$ cat config.mk
export PLATFORM = sky130hd
export DESIGN_NAME = dmem_lsu_ctrl
export DESIGN_NICKNAME = d
export VERILOG_FILES = /design/src/rtl/dmem_ctrl_pkg.sv /design/src/rtl/dmem_lane_fmt.sv /design/src/rtl/dmem_lsu_ctrl.sv
export SDC_FILE = /design/constraint.sdc
export NUM_CORES = 1
export LEC_CHECK = 0
export BUFFER_PORTS_ARGS = -buffer_cell sky130_fd_sc_hd__buf_2
export CORE_MARGIN = 2
export CORE_UTILIZATION = 50
export DETAILED_ROUTE_END_ITERATION = 8
export PLACE_DENSITY_LB_ADDON = 0.1
export SYNTH_ARGS = -nofsm -noshare
export SYNTH_HDL_FRONTEND = slang
export SYNTH_HIERARCHICAL = 1
export SYNTH_SLANG_ARGS = --single-unit
$ cat constraint.sdc
create_clock -name clock -period 3.4 [get_ports clock]
set_clock_uncertainty 0.15 [all_clocks]
set_input_delay 0.34 -clock clock [delete_from_list [all_inputs] [get_ports clock]]
set_output_delay 0.34 -clock clock [all_outputs]
set_load 0.02 [all_outputs]
$ cat src/rtl/dmem_ctrl_pkg.sv
// dmem_ctrl_pkg: funct3 and access-size codes, sequencer states, request legality check.
package dmem_ctrl_pkg;
  localparam logic [2:0] F3_B  = 3'b000;
  localparam logic [2:0] F3_H  = 3'b001;
  localparam logic [2:0] F3_W  = 3'b010;
  localparam logic [2:0] F3_BU = 3'b100;
  localparam logic [2:0] F3_HU = 3'b101;
  localparam logic [1:0] AS_BYTE = 2'b00;
  localparam logic [1:0] AS_HALF = 2'b01;
  localparam logic [1:0] AS_WORD = 2'b10;
  typedef enum logic [2:0] {IDLE, RD, RMW_RD, WR, RESP} state_t;
  function automatic logic req_bad(input logic we, input logic [2:0] f3, input logic [1:0] a);
    return (we ? !(f3 == F3_B || f3 == F3_H || f3 == F3_W)
               : !(f3 == F3_B || f3 == F3_H || f3 == F3_W || f3 == F3_BU || f3 == F3_HU)) ||
           (f3[1:0] == 2'b01 && a[0]) || (f3[1:0] == 2'b10 && a != 2'b00);
  endfunction
endpackage

$ cat src/rtl/dmem_lane_fmt.sv
// dmem_lane_fmt: load sign/zero extension and sb/sh merge into the old memory word.
module dmem_lane_fmt
  import dmem_ctrl_pkg::*;
(
  input  logic [2:0]  funct3,
  input  logic [31:0] raw,
  input  logic [31:0] old_word,
  input  logic [31:0] wdata,
  output logic [31:0] load_data,
  output logic [31:0] merged
);
  always_comb begin
    load_data = funct3 == F3_B  ? {{24{raw[7]}}, raw[7:0]} :
                funct3 == F3_BU ? {24'b0, raw[7:0]} :
                funct3 == F3_H  ? {{16{raw[15]}}, raw[15:0]} :
                funct3 == F3_HU ? {16'b0, raw[15:0]} : raw;
    merged = funct3 == F3_B ? {old_word[31:8], wdata[7:0]} : {old_word[31:16], wdata[15:0]};
  end
endmodule

$ cat src/rtl/dmem_lsu_ctrl.sv
// dmem_lsu_ctrl: one-at-a-time RV32 load/store sequencer; sb/sh become word read-modify-write.
// Define DMEM_BOUNDS_CHECK_EN to flag any access with addr+3 >= MEM_DEPTH as an error.
module dmem_lsu_ctrl
  import dmem_ctrl_pkg::*;
#(
  parameter int MEM_DEPTH = 65536
) (
  input  logic        clock,
  input  logic        reset_n,
  input  logic        req_valid,
  output logic        req_ready,
  input  logic        req_we,
  input  logic [2:0]  req_funct3,
  input  logic [31:0] req_addr,
  input  logic [31:0] req_wdata,
  output logic        resp_valid,
  output logic [31:0] resp_rdata,
  output logic        resp_err,
  output logic [31:0] mem_address,
  output logic [31:0] mem_data_in,
  output logic [1:0]  mem_access_size,
  output logic        mem_read_write,
  input  logic [31:0] mem_data_out
);
`ifdef DMEM_BOUNDS_CHECK_EN
  localparam logic BOUNDS = 1'b1;
`else
  localparam logic BOUNDS = 1'b0;
`endif
  state_t state;
  logic [2:0] f3_q;
  logic [31:0] load_data, merged;
  logic oob, err_now;
  assign oob = {1'b0, req_addr} + 33'd3 >= 33'(MEM_DEPTH);
  assign err_now = req_bad(req_we, req_funct3, req_addr[1:0]) || (BOUNDS && oob);
  // Write enable comes from state alone so a reset can never leave a stray write behind.
  assign req_ready = state == IDLE;
  assign resp_valid = state == RESP;
  assign mem_read_write = state == WR;
  assign mem_access_size = AS_WORD;
  dmem_lane_fmt u_fmt (
    .funct3   (f3_q),
    .raw      (mem_data_out),
    .old_word (mem_data_out),
    .wdata    (mem_data_in),
    .load_data(load_data),
    .merged   (merged)
  );
  // Memory is always accessed as a full word at addr; the lane formatter works on its low bytes.
  always_ff @(posedge clock or negedge reset_n) begin
    if (!reset_n) begin
      state       <= IDLE;
      f3_q        <= F3_B;
      mem_address <= '0;
      mem_data_in <= '0;
      resp_rdata  <= '0;
      resp_err    <= 1'b0;
    end else begin
      case (state)
        IDLE: if (req_valid) begin
          f3_q        <= req_funct3;
          mem_address <= req_addr;
          mem_data_in <= req_wdata;
          if (err_now) begin
            resp_err   <= 1'b1;
            resp_rdata <= '0;
            state      <= RESP;
          end else begin
            state <= !req_we ? RD : req_funct3 == F3_W ? WR : RMW_RD;
          end
        end
        RD: begin
          resp_rdata <= load_data;
          resp_err   <= 1'b0;
          state      <= RESP;
        end
        RMW_RD: begin
          mem_data_in <= merged;
          state       <= WR;
        end
        WR: begin
          resp_rdata <= '0;
          resp_err   <= 1'b0;
          state      <= RESP;
        end
        default: state <= IDLE;
      endcase
    end
  end
endmodule

==> reports/qor.csv <==
stage;metric;value;unit
run_status;status;complete, no violations;
worst_setup_path;rr_worst_depth;4;
cells_and_area;n_antenna_cell;0;
clock_tree;cts_setup_buffers;0;
detailed_routing;route.detailed.drc;0;
yosys;async_reset_ff_share;100.0;%
clock_tree;cts.clk_slew.worst_paths;100;ps
worst_setup_path;crit_start;state[2];
clock_tree;clockRootBuffer;clkbuf_8;
min_path;hold_class;in -> reg;
yosys;synth_top_area_share;53.07;%
sta;fin_crit_sh;68.26;%
grt;antenna_found_initial;0;
place;io_buffer_count;202;
clock_tree;numCtsBuffers;9;
place;dp_hpwl;7868;µm
detailed_routing;drtAntennaViolNets;0;
pwr;power_per_cell_area;698.3;nW/µm²
sta;grt_setup_unrepaired;false;
sta;max-slew-margin-rel;36.06;%
cells_and_area;final_layout_size_suffix_gt1_share;47.32;%
yosys;synthesis.nets;520;
worst_setup_path;cp_data_required_time;3500;ps
yosys;ys_ff_latch;103;
yosys;synth_most_common_cell;dfrtp_1;
yosys;synth_area_leader_cell;dfrtp_1;
detailed_routing;wl_per_cell;15.53;µm
yosys;syn_area_per_cell;11.65;µm²
cells_and_area;nets;677;
floorplanning;rows;35;
yosys;synth.area.top_cells;dfrtp_1 53%, mux2_2 10%, mux2i_1 6.6%;
floorplanning;die_area;10520;µm²
pwr;ir_worst_vdd;0.2956;mV
yosys;ys_types;30;
sta;hold_slack;50.14;ps
detailed_routing;vias;3651;
place;post-place-ws;1077;ps
grt;grt_usage;20.67;%
sta;worstMarginPinSlew;959.1;ps
worst_setup_path;cp-endpoint;mem_address[24];
floorplanning;fp.dieH;102.6;µm
sta;fmax;0.4309;GHz
sta;period_needed;2321;ps
floorplanning;ios;205;
pwr;total_power;4.082;mW
sta;maxSlewViolCount;0;
worst_setup_path;path_class;reg -> reg;
sta;hold_viol;0;
grt;gr-total-overflow;0;
detailed_routing;via_per_inst;5.157;
cells_and_area;area_growth;20.35;%
clock_tree;clk_path_buf_depth;2;
grt;grt_max_degree;72;
detailed_routing;drt_iter0_markers;122;
yosys;synthFlopType;dfrtp_1;
worst_setup_path;rrSetupSlack;1080;ps
worst_setup_path;reg2reg_to;mem_address[24];
worst_setup_path;arrival;2420;ps
pwr;leakagePower;2.933;nW
yosys;synth_common_cells;103 x dfrtp_1, 56 x nand2_1, 43 x mux2_2;
yosys;yosysSeqAreaShare;53.07;%
run;maxCapViolCount;0;
floorplanning;core-area;9328;µm²
floorplanning;initial_core_util;52.07;%
worst_setup_path;path_max_fanout;39;
floorplanning;dieWidth;102.6;µm
clock_tree;clk_latency;350;ps
worst_setup_path;reg2reg_from;state[2];
yosys;synth_edf_count;0;
worst_setup_path;worst_setup_path_start_kind;flip-flop;
grt;grt_pass1_vias;3370;
sta;setup_ws;1079;ps
clock_tree;cts_tree;yes;
sta;setup_viol;0;
detailed_routing;first_pass_iters;4;
place;gp_congestion;0.8112;
detailed_routing;wirelength;10990;µm
grt;grt_first_pass_wirelength;16870;µm
cells_and_area;postLayoutCoreUtil;62.67;%
yosys;netlist_area;4857;µm²
clock_tree;clkSinkCount;103;
clock_tree;htreeDepth;3;
yosys;ys_warn_count;6;
worst_setup_path;end_kind;flip-flop;
sta;tns;0;ps
yosys;synthCells;417;
-- repair_timing --
action,4_1_cts,5_1_grt
endpoints found under the hold margin,62,0
hold buffers,1,0
gates resized for setup,0,0
-- cells in the final DEF, fill, tap and decap left out, drive strengths merged --
cell type    count
a21oi            3
conb             2
nor2b            2
or4b             1
dfrtp          103
mux2i           33
nor2             1
a311o            1
a22o            32
or2              1
clkinvlp         1
mux2            43
bufinv           1
clkbuf          11
buf            209
nand2           56
dlygate4sd3      1
nor3             6
a41oi            2
o22ai            1
o31ai            1
o21ai           56
and2             2
o21a             1
nor3b            2
inv              7
-- layer usage --
layer	track usage (%)	wire, µm
met5	0	0
met4	5.846	90
met3	5.220	829
met2	32.58	5190
met1	28.64	4883
-- kinds of logic after synthesis --
kind of cell           share of synthesized area [%]
other                                         0.1546
multiplexers                                   17.03
AO/OA/AOI/OAI                                  12.85
flip-flops                                     53.07
buffers and inverters                          10.17
AND/OR/NAND/NOR                                6.723
-- layout make-up --
cell class	instances	area, µm²
Timing Repair Buffer	210	1089
Clock inverter	5	63.81
Multi-Input combinational cell	246	1798
Tap cell	129	161.4
Sequential cell	103	2577
Inverter	4	15.01
Fill cell	788	3482
Clock buffer	11	141.4
-- worst min-delay path by stage --
stage          slack [ps]             start              end  cells after the start
2_1_floorplan        -110           reset_n          f3_q[0]                      0
3_3_place_gp          330     resp_rdata[4]    resp_rdata[4]                      1
3_5_place_dp          330     resp_rdata[3]    resp_rdata[3]                      1
4_1_cts                40  mem_data_out[30]  mem_data_in[30]                      3
5_1_grt                30      req_addr[25]  mem_address[25]                      2
6_report               50   mem_data_out[3]    resp_rdata[3]                      2
-- metrics by stage --
step	instances	area [µm²]
global placement	691	5630
detailed placement	691	5630
global route	708	5846
finish	708	5846
floorplan	417	4857
CTS	708	5846
-- sequential cells by signal, indices dropped and copies added, names as in the netlist --
register / flops
resp_rdata: 32
mem_address: 32
mem_data_in: 32
resp_err: 1
state: 3
f3_q: 3
-- power by group --
group,internal (mW),switching [mW],total (mW),leakage [nW]
Combinational,0.619,0.885,1.50,1.56
Sequential,1.54,0.233,1.78,1.28
Clock,0.370,0.431,0.801,0.101
Total,2.53,1.55,4.08,2.93
-- worst max-delay path, cell delays in order, from the launching register on --
cell and delay (ps):
dfrtp_1 510, nor3_4 300, and2_4 570, buf_12 290
mux2_2 360
Note: power is estimated with default switching activity, not from simulation.
